File: config.mk
export PLATFORM = sky130hd
export DESIGN_NAME = ex_mem_pipeline
export DESIGN_NICKNAME = d
export VERILOG_FILES = /design/src/rtl/ex_mem_pipeline.sv
export SDC_FILE = /design/constraint.sdc
export NUM_CORES = 1
export LEC_CHECK = 0
export CAP_MARGIN = 10
export CORE_AREA = 5 5 158 160
export CTS_CLUSTER_SIZE = 28
export DETAILED_ROUTE_END_ITERATION = 8
export DIE_AREA = 0 0 163 165
export GPL_TIMING_DRIVEN = 0
export MAX_ROUTING_LAYER = met4
export PLACE_DENSITY = 0.65
export SYNTH_ARGS = -nofsm -noshare
export SYNTH_HDL_FRONTEND = slang
export SYNTH_SLANG_ARGS = --single-unit
File: constraint.sdc
create_clock -name clk -period 0.8 [get_ports clk]
set_input_delay 0.16 -clock clk [delete_from_list [all_inputs] [get_ports clk]]
set_output_delay 0.16 -clock clk [all_outputs]
set_load 0.01 [all_outputs]
File: src/rtl/ex_mem_pipeline.sv
// EX/MEM pipeline register: one-cycle latency, priority reset > flush > stall > load.
// Branch resolution (pc_src_out, branch_target_out) is compiled in only with `define EX_MEM_BRANCH_EN.
module ex_mem_pipeline (
  input  logic        clk,
  input  logic        reset,
  input  logic        in_valid,
  input  logic        stall,
  input  logic        flush,
  input  logic [63:0] alu_result,
  input  logic        zero,
  input  logic        great,
  input  logic [63:0] rs2_data,
  input  logic [63:0] branch_target,
  input  logic [4:0]  rd,
  input  logic [2:0]  funct3,
  input  logic        branch,
  input  logic        mem_read,
  input  logic        mem_write,
  input  logic        mem_to_reg,
  input  logic        reg_write,
  output logic        out_valid,
  output logic [63:0] alu_result_out,
  output logic [63:0] rs2_data_out,
  output logic [63:0] branch_target_out,
  output logic [4:0]  rd_out,
  output logic        mem_read_out,
  output logic        mem_write_out,
  output logic        mem_to_reg_out,
  output logic        reg_write_out,
  output logic        pc_src_out
);

  typedef struct packed {
    logic        valid;
    logic [63:0] alu;
    logic [63:0] rs2;
    logic [63:0] bt;
    logic [4:0]  rd;
    logic        mr;
    logic        mw;
    logic        m2r;
    logic        rw;
    logic        pcs;
  } exmem_t;

  exmem_t q, d;
  logic   cond;

`ifdef EX_MEM_BRANCH_EN
  always_comb begin
    cond = 1'b0;
    case (funct3)
      3'b000:  cond = zero;
      3'b001:  cond = ~zero;
      3'b100:  cond = ~zero & ~great;
      3'b101:  cond = zero | great;
      default: cond = 1'b0;
    endcase
  end
`else
  // Branch inputs are intentionally ignored in this build.
  logic unused_branch;
  assign cond          = 1'b0;
  assign unused_branch = ^{zero, great, funct3, branch, branch_target};
`endif

  always_comb begin
    d = q;
    if (flush) begin
      d = '0;
    end else if (!stall) begin
      d.valid = in_valid;
      d.alu   = alu_result;
      d.rs2   = rs2_data;
      d.rd    = rd;
      // Control bits are gated so a bubble can never write memory or the RF.
      d.mr    = mem_read   & in_valid;
      d.mw    = mem_write  & in_valid;
      d.m2r   = mem_to_reg & in_valid;
      d.rw    = reg_write  & in_valid;
`ifdef EX_MEM_BRANCH_EN
      d.bt    = branch_target;
      d.pcs   = in_valid & branch & cond;
`else
      d.bt    = '0;
      d.pcs   = cond;
`endif
    end
  end

  always_ff @(posedge clk or negedge reset) begin
    if (!reset) q <= '0;
    else        q <= d;
  end

  assign out_valid         = q.valid;
  assign alu_result_out    = q.alu;
  assign rs2_data_out      = q.rs2;
  assign branch_target_out = q.bt;
  assign rd_out            = q.rd;
  assign mem_read_out      = q.mr;
  assign mem_write_out     = q.mw;
  assign mem_to_reg_out    = q.m2r;
  assign reg_write_out     = q.rw;
  assign pc_src_out        = q.pcs;

endmodule

Word level (Yosys, flattened, before mapping)
Index checks and enable logic that the tools add are counted.

Muxes and demuxes: 2. Bitwise operators: 4. Equality and inequality tests: 1.

Operators with widths (count): 2-to-1 mux 203 bit (2); bitwise AND 1 bit (4); != test 2 x 1 -> 1 bit (second input constant) (1).

Word-level logic and storage cells: 17. Register bits: 203. Input port bits: 212. Output and inout port bits: 203.

Logic depth before layout (Yosys ltp)
Depth after elaboration: 3. Gate-level depth with buffers: 5. Gate-level depth less buffers: 2.

Least setup slack after synthesis
No wires, ideal clock.

Path kind: input -> register. From: input port stall. To: register q, in the netlist alu_result_out[49]. Required time: 0.668 ns. Stages: 5. Arrival time: 0.815 ns. Slack: -0.147 ns. Path buffers: 3. Setup time: 0.132 ns. Cell sequence: buf_4 buf_8 buf_8 mux2i_1 nor2_1.

Word-level cells in the longest chain between the ends: 1.

RTL lines: start: declaration (RTL line 7) `input logic stall,`; != test 2 x 1 -> 1 bit (no source line); end signal: assignment (RTL line 92) `if (!reset) q <= '0;`; end signal: assignment (RTL line 93) `else q <= d;`; end: declaration (RTL line 46) `exmem_t q, d;`.

Every way passes these cells. A chain may end at the register's enable or synchronous reset.

Final worst setup path
From: register q, in the netlist rs2_data_out[21]. To: output port rs2_data_out[21].

RTL lines: end: declaration (RTL line 23) `output logic [63:0] rs2_data_out,`.

No word-level cell between the ends.

==> flow_summary.yaml <==
drt:
  vias_per_cell: 3.892
  drt_pass1_iterations: 4
  route.vias.total: 4920
  wirelength_um: 19260
  drt_iter0_drc: 156
  drc: 0
  ant_nets: 0
  wire_per_inst_um: 15.24
worst_setup_path:
  crit_path_max_incr_delay_ns: 0.43
  worstSetupStartpointType: "register"
  path_cells: "buf_6"
  worstPathBufferInverterCount: 1
  reg2reg_to: "rs2_data_out[7]"
  crit_cells: 1
  crit_required_ns: 0.64
  cp_top_family: "flip-flops"
  timing.rr.start: "rs2_data_out[7]"
  endpoint_kind: "output pin"
  r2r_setup_slack_ns: -0.15
  slowest_stage: "dfrtp_1"
  reg2reg_depth: 4
  timing.critical_path.to: "rs2_data_out[21]"
  path_class: "register to output pin"
  arrival_ns: 0.98
  crit_path_start: "rs2_data_out[21]"
  path_max_fanout: 2
global_routing:
  grt_max_degree: 76
  grt-busiest-layer: "met2"
  gr-usage-met3_pct: 5.016
  antenna_found_initial: 0
  grt_pass1_wl_um: 28770
  grt-ovfl-total: 0
  grtUsageMet2_pct: 22.98
  grt_util_all_layers_pct: 14.25
  grt_pass1_vias: 5195
  grt_util_met1_pct: 17.05
placed_design:
  gp_congestion: 0.7179
  place_inst: 1176
  dp.final_hpwl_um: 14170
  place.port_buffers: 277
  placed_area_sq_um: 9589
pwr:
  power_frac_seq_pct: 39.2
  p_clk_share_pct: 42.9
  p_int_uw: 14520
  p_leak_uw: 0.005547
  p_sw_share_pct: 25.36
  p_total_uw: 19450
  combPwrFrac_pct: 17.9
  p_per_area_nw_per_um2: 1854
  peakVddDrop_uv: 1111
  p_switching_uw: 4931
run:
  cap_violations: 0
sta:
  setup_slack_ns: -0.3403
  slew_viol_final: 0
  rsz0062_at_grt: "true"
  report.final.setup_viol: 183
  fin_hold_ws_ns: -0.2687
  finalCritPeriodShare_pct: 142.5
  max_freq_mhz: 877.0
  fin_crit_ns: 1.140
  hold_violations: 63
  maxSlewHeadroom_pct: 58.62
  skew_ns: 0
  tightest_slew_ns: 0.6207
die:
  die-area_sq_um: 26900
  initial_utilization_pct: 26.38
  fp.dieW_um: 163
  pin_count: 415
  core-area_sq_um: 23260
  die_h_um: 165
  rows: 56
final_layout:
  nFillCells: 2277
  drive_gt1_share_pct: 33.44
  register_area_sq_um: 3453
  syn_to_final_growth_pct: 70.94
  fin_area_sq_um: 10490
  layout.nets: 1145
  final_core_util_pct: 45.09
  final_cells: 1264
  multiInputGateArea_sq_um: 2153
  final_cell_mix: "138 x dfrtp_1, 138 x clkdlybuf4s50_1, 134 x mux2i_1, 134 x nor2_1, 111 x buf_4"
  n_antenna_cell: 0
logic_synthesis:
  ys_types: 12
  synth_compound_area_share_pct: 0.3263
  synth_xor_area_share_pct: 0
  yosysSeqAreaShare_pct: 56.28
  yosys.area_share.simple_pct: 8.931
  synth_mux_area_share_pct: 21.86
  synth_fa_ha_area_share_pct: 0
  syn_area_sq_um: 6136
  ys_warn_count: 0
  synth_area_per_cell_sq_um: 11.91
  synth_top_family_by_area: "multiplexers"
  synthCells: 515
  synth-seq-cells: 138
clocking:
  insertion_delay_ns: 0.41
  root_buffer: "clkbuf_16"
  htreeDepth: 4
  cts-buffers-inserted: 17
  clkTransAtPathRegs_ns: 0.07
  clk_path_buf_depth: 2
  cts_tree: "built"
  cts_sinks: 138
hold_path:
  hold_path.class: "input pin to async pin"
run_status:
  outcome: "complete, but fails checks"
  violations: "negative hold slack, negative setup slack"
==> Yosys cell counts <==
master    count  area [sq um]
nor2_1      134         503.0
dfrtp_1     138          3453
nand3b_1      4         30.03
a21oi_1       4         20.02
buf_4        72         540.5
nand2_1       4         15.01
clkbuf_1     13         48.80
mux2i_1     134          1341
buf_8         2         30.03
buf_12        7         140.1
buf_2         2         10.01
conb_1        1         3.750
==> per-layer routing <==
metal | vias to the layer above | routed length [um]
li1 | 2387 | -
met1 | 2294 | 8219
met2 | 224 | 9240
met3 | 15 | 1572
met4 | 0 | 228
met5 | - | 0
==> flip-flops by register name, summed over array words and instances (netlist names) <==
signal / cells
out_valid: 1
reg_write_out: 1
mem_read_out: 1
rs2_data_out: 64
mem_write_out: 1
mem_to_reg_out: 1
rd_out: 5
alu_result_out: 64
==> stage by stage <==
stage	hold WS, ns	worst slack [ns]	setup TNS, ns
floorplan	-0.1356	-0.08405	-6.435
CTS	-0.2669	-0.3881	-45.02
global route	-0.2375	-0.3752	-50.18
detailed placement	0.1951	-0.4404	-93.98
global placement	0.4964	-6.362	-951.86
finish	-0.2687	-0.3403	-40.97
==> worst min-delay path by stage <==
| stage | endpoint | slack [ns] |
|---|---|---|
| 2_1_floorplan | alu_result_out[0] | -0.14 |
| 3_5_place_dp | alu_result_out[37] | 0.20 |
| 4_1_cts | alu_result_out[37] | -0.27 |
| 5_1_grt | alu_result_out[37] | -0.24 |
| 6_report | alu_result_out[37] | -0.27 |
| 3_3_place_gp | mem_to_reg_out | 0.50 |
==> logic make-up (layout without fill, tap and decap cells) <==
| family | after synthesis | in the layout |
|---|---|---|
| buffers and inverters | 96 | 462 |
| other | 1 | 65 |
| multiplexers | 134 | 134 |
| flip-flops | 138 | 138 |
| AND/OR/NAND/NOR | 142 | 142 |
| AO/OA/AOI/OAI | 4 | 4 |
==> area by class of cell <==
| type | instances | area share, % |
|---|---|---|
| flip-flops and latches | 138 | 32.92 |
| repair buffers | 335 | 29.35 |
| multi-input cells | 345 | 20.53 |
| plain buffers | 96 | 7.515 |
| clock buffers | 19 | 4.318 |
| well taps | 319 | 3.805 |
| clock inverters | 12 | 1.563 |
==> what timing repair did <==
action,CTS,global route
pin swaps,0,5
endpoints found under the hold margin,63,63
gates resized for setup,607,57
buffers inserted,22,44
endpoints found under the setup margin,138,185
==> power groups by stage <==
stage | logic (uW) | registers, uW | clock network (uW)
6_report | 3490 | 7630 | 8330
5_1_grt | 3800 | 7670 | 8870
4_1_cts | 3260 | 7600 | 8620
3_5_place_dp | 3400 | 7700 | 0
3_3_place_gp | 3360 | 7700 | 0
2_1_floorplan | 1300 | 7880 | 0
(Power assumes the default switching activity.)
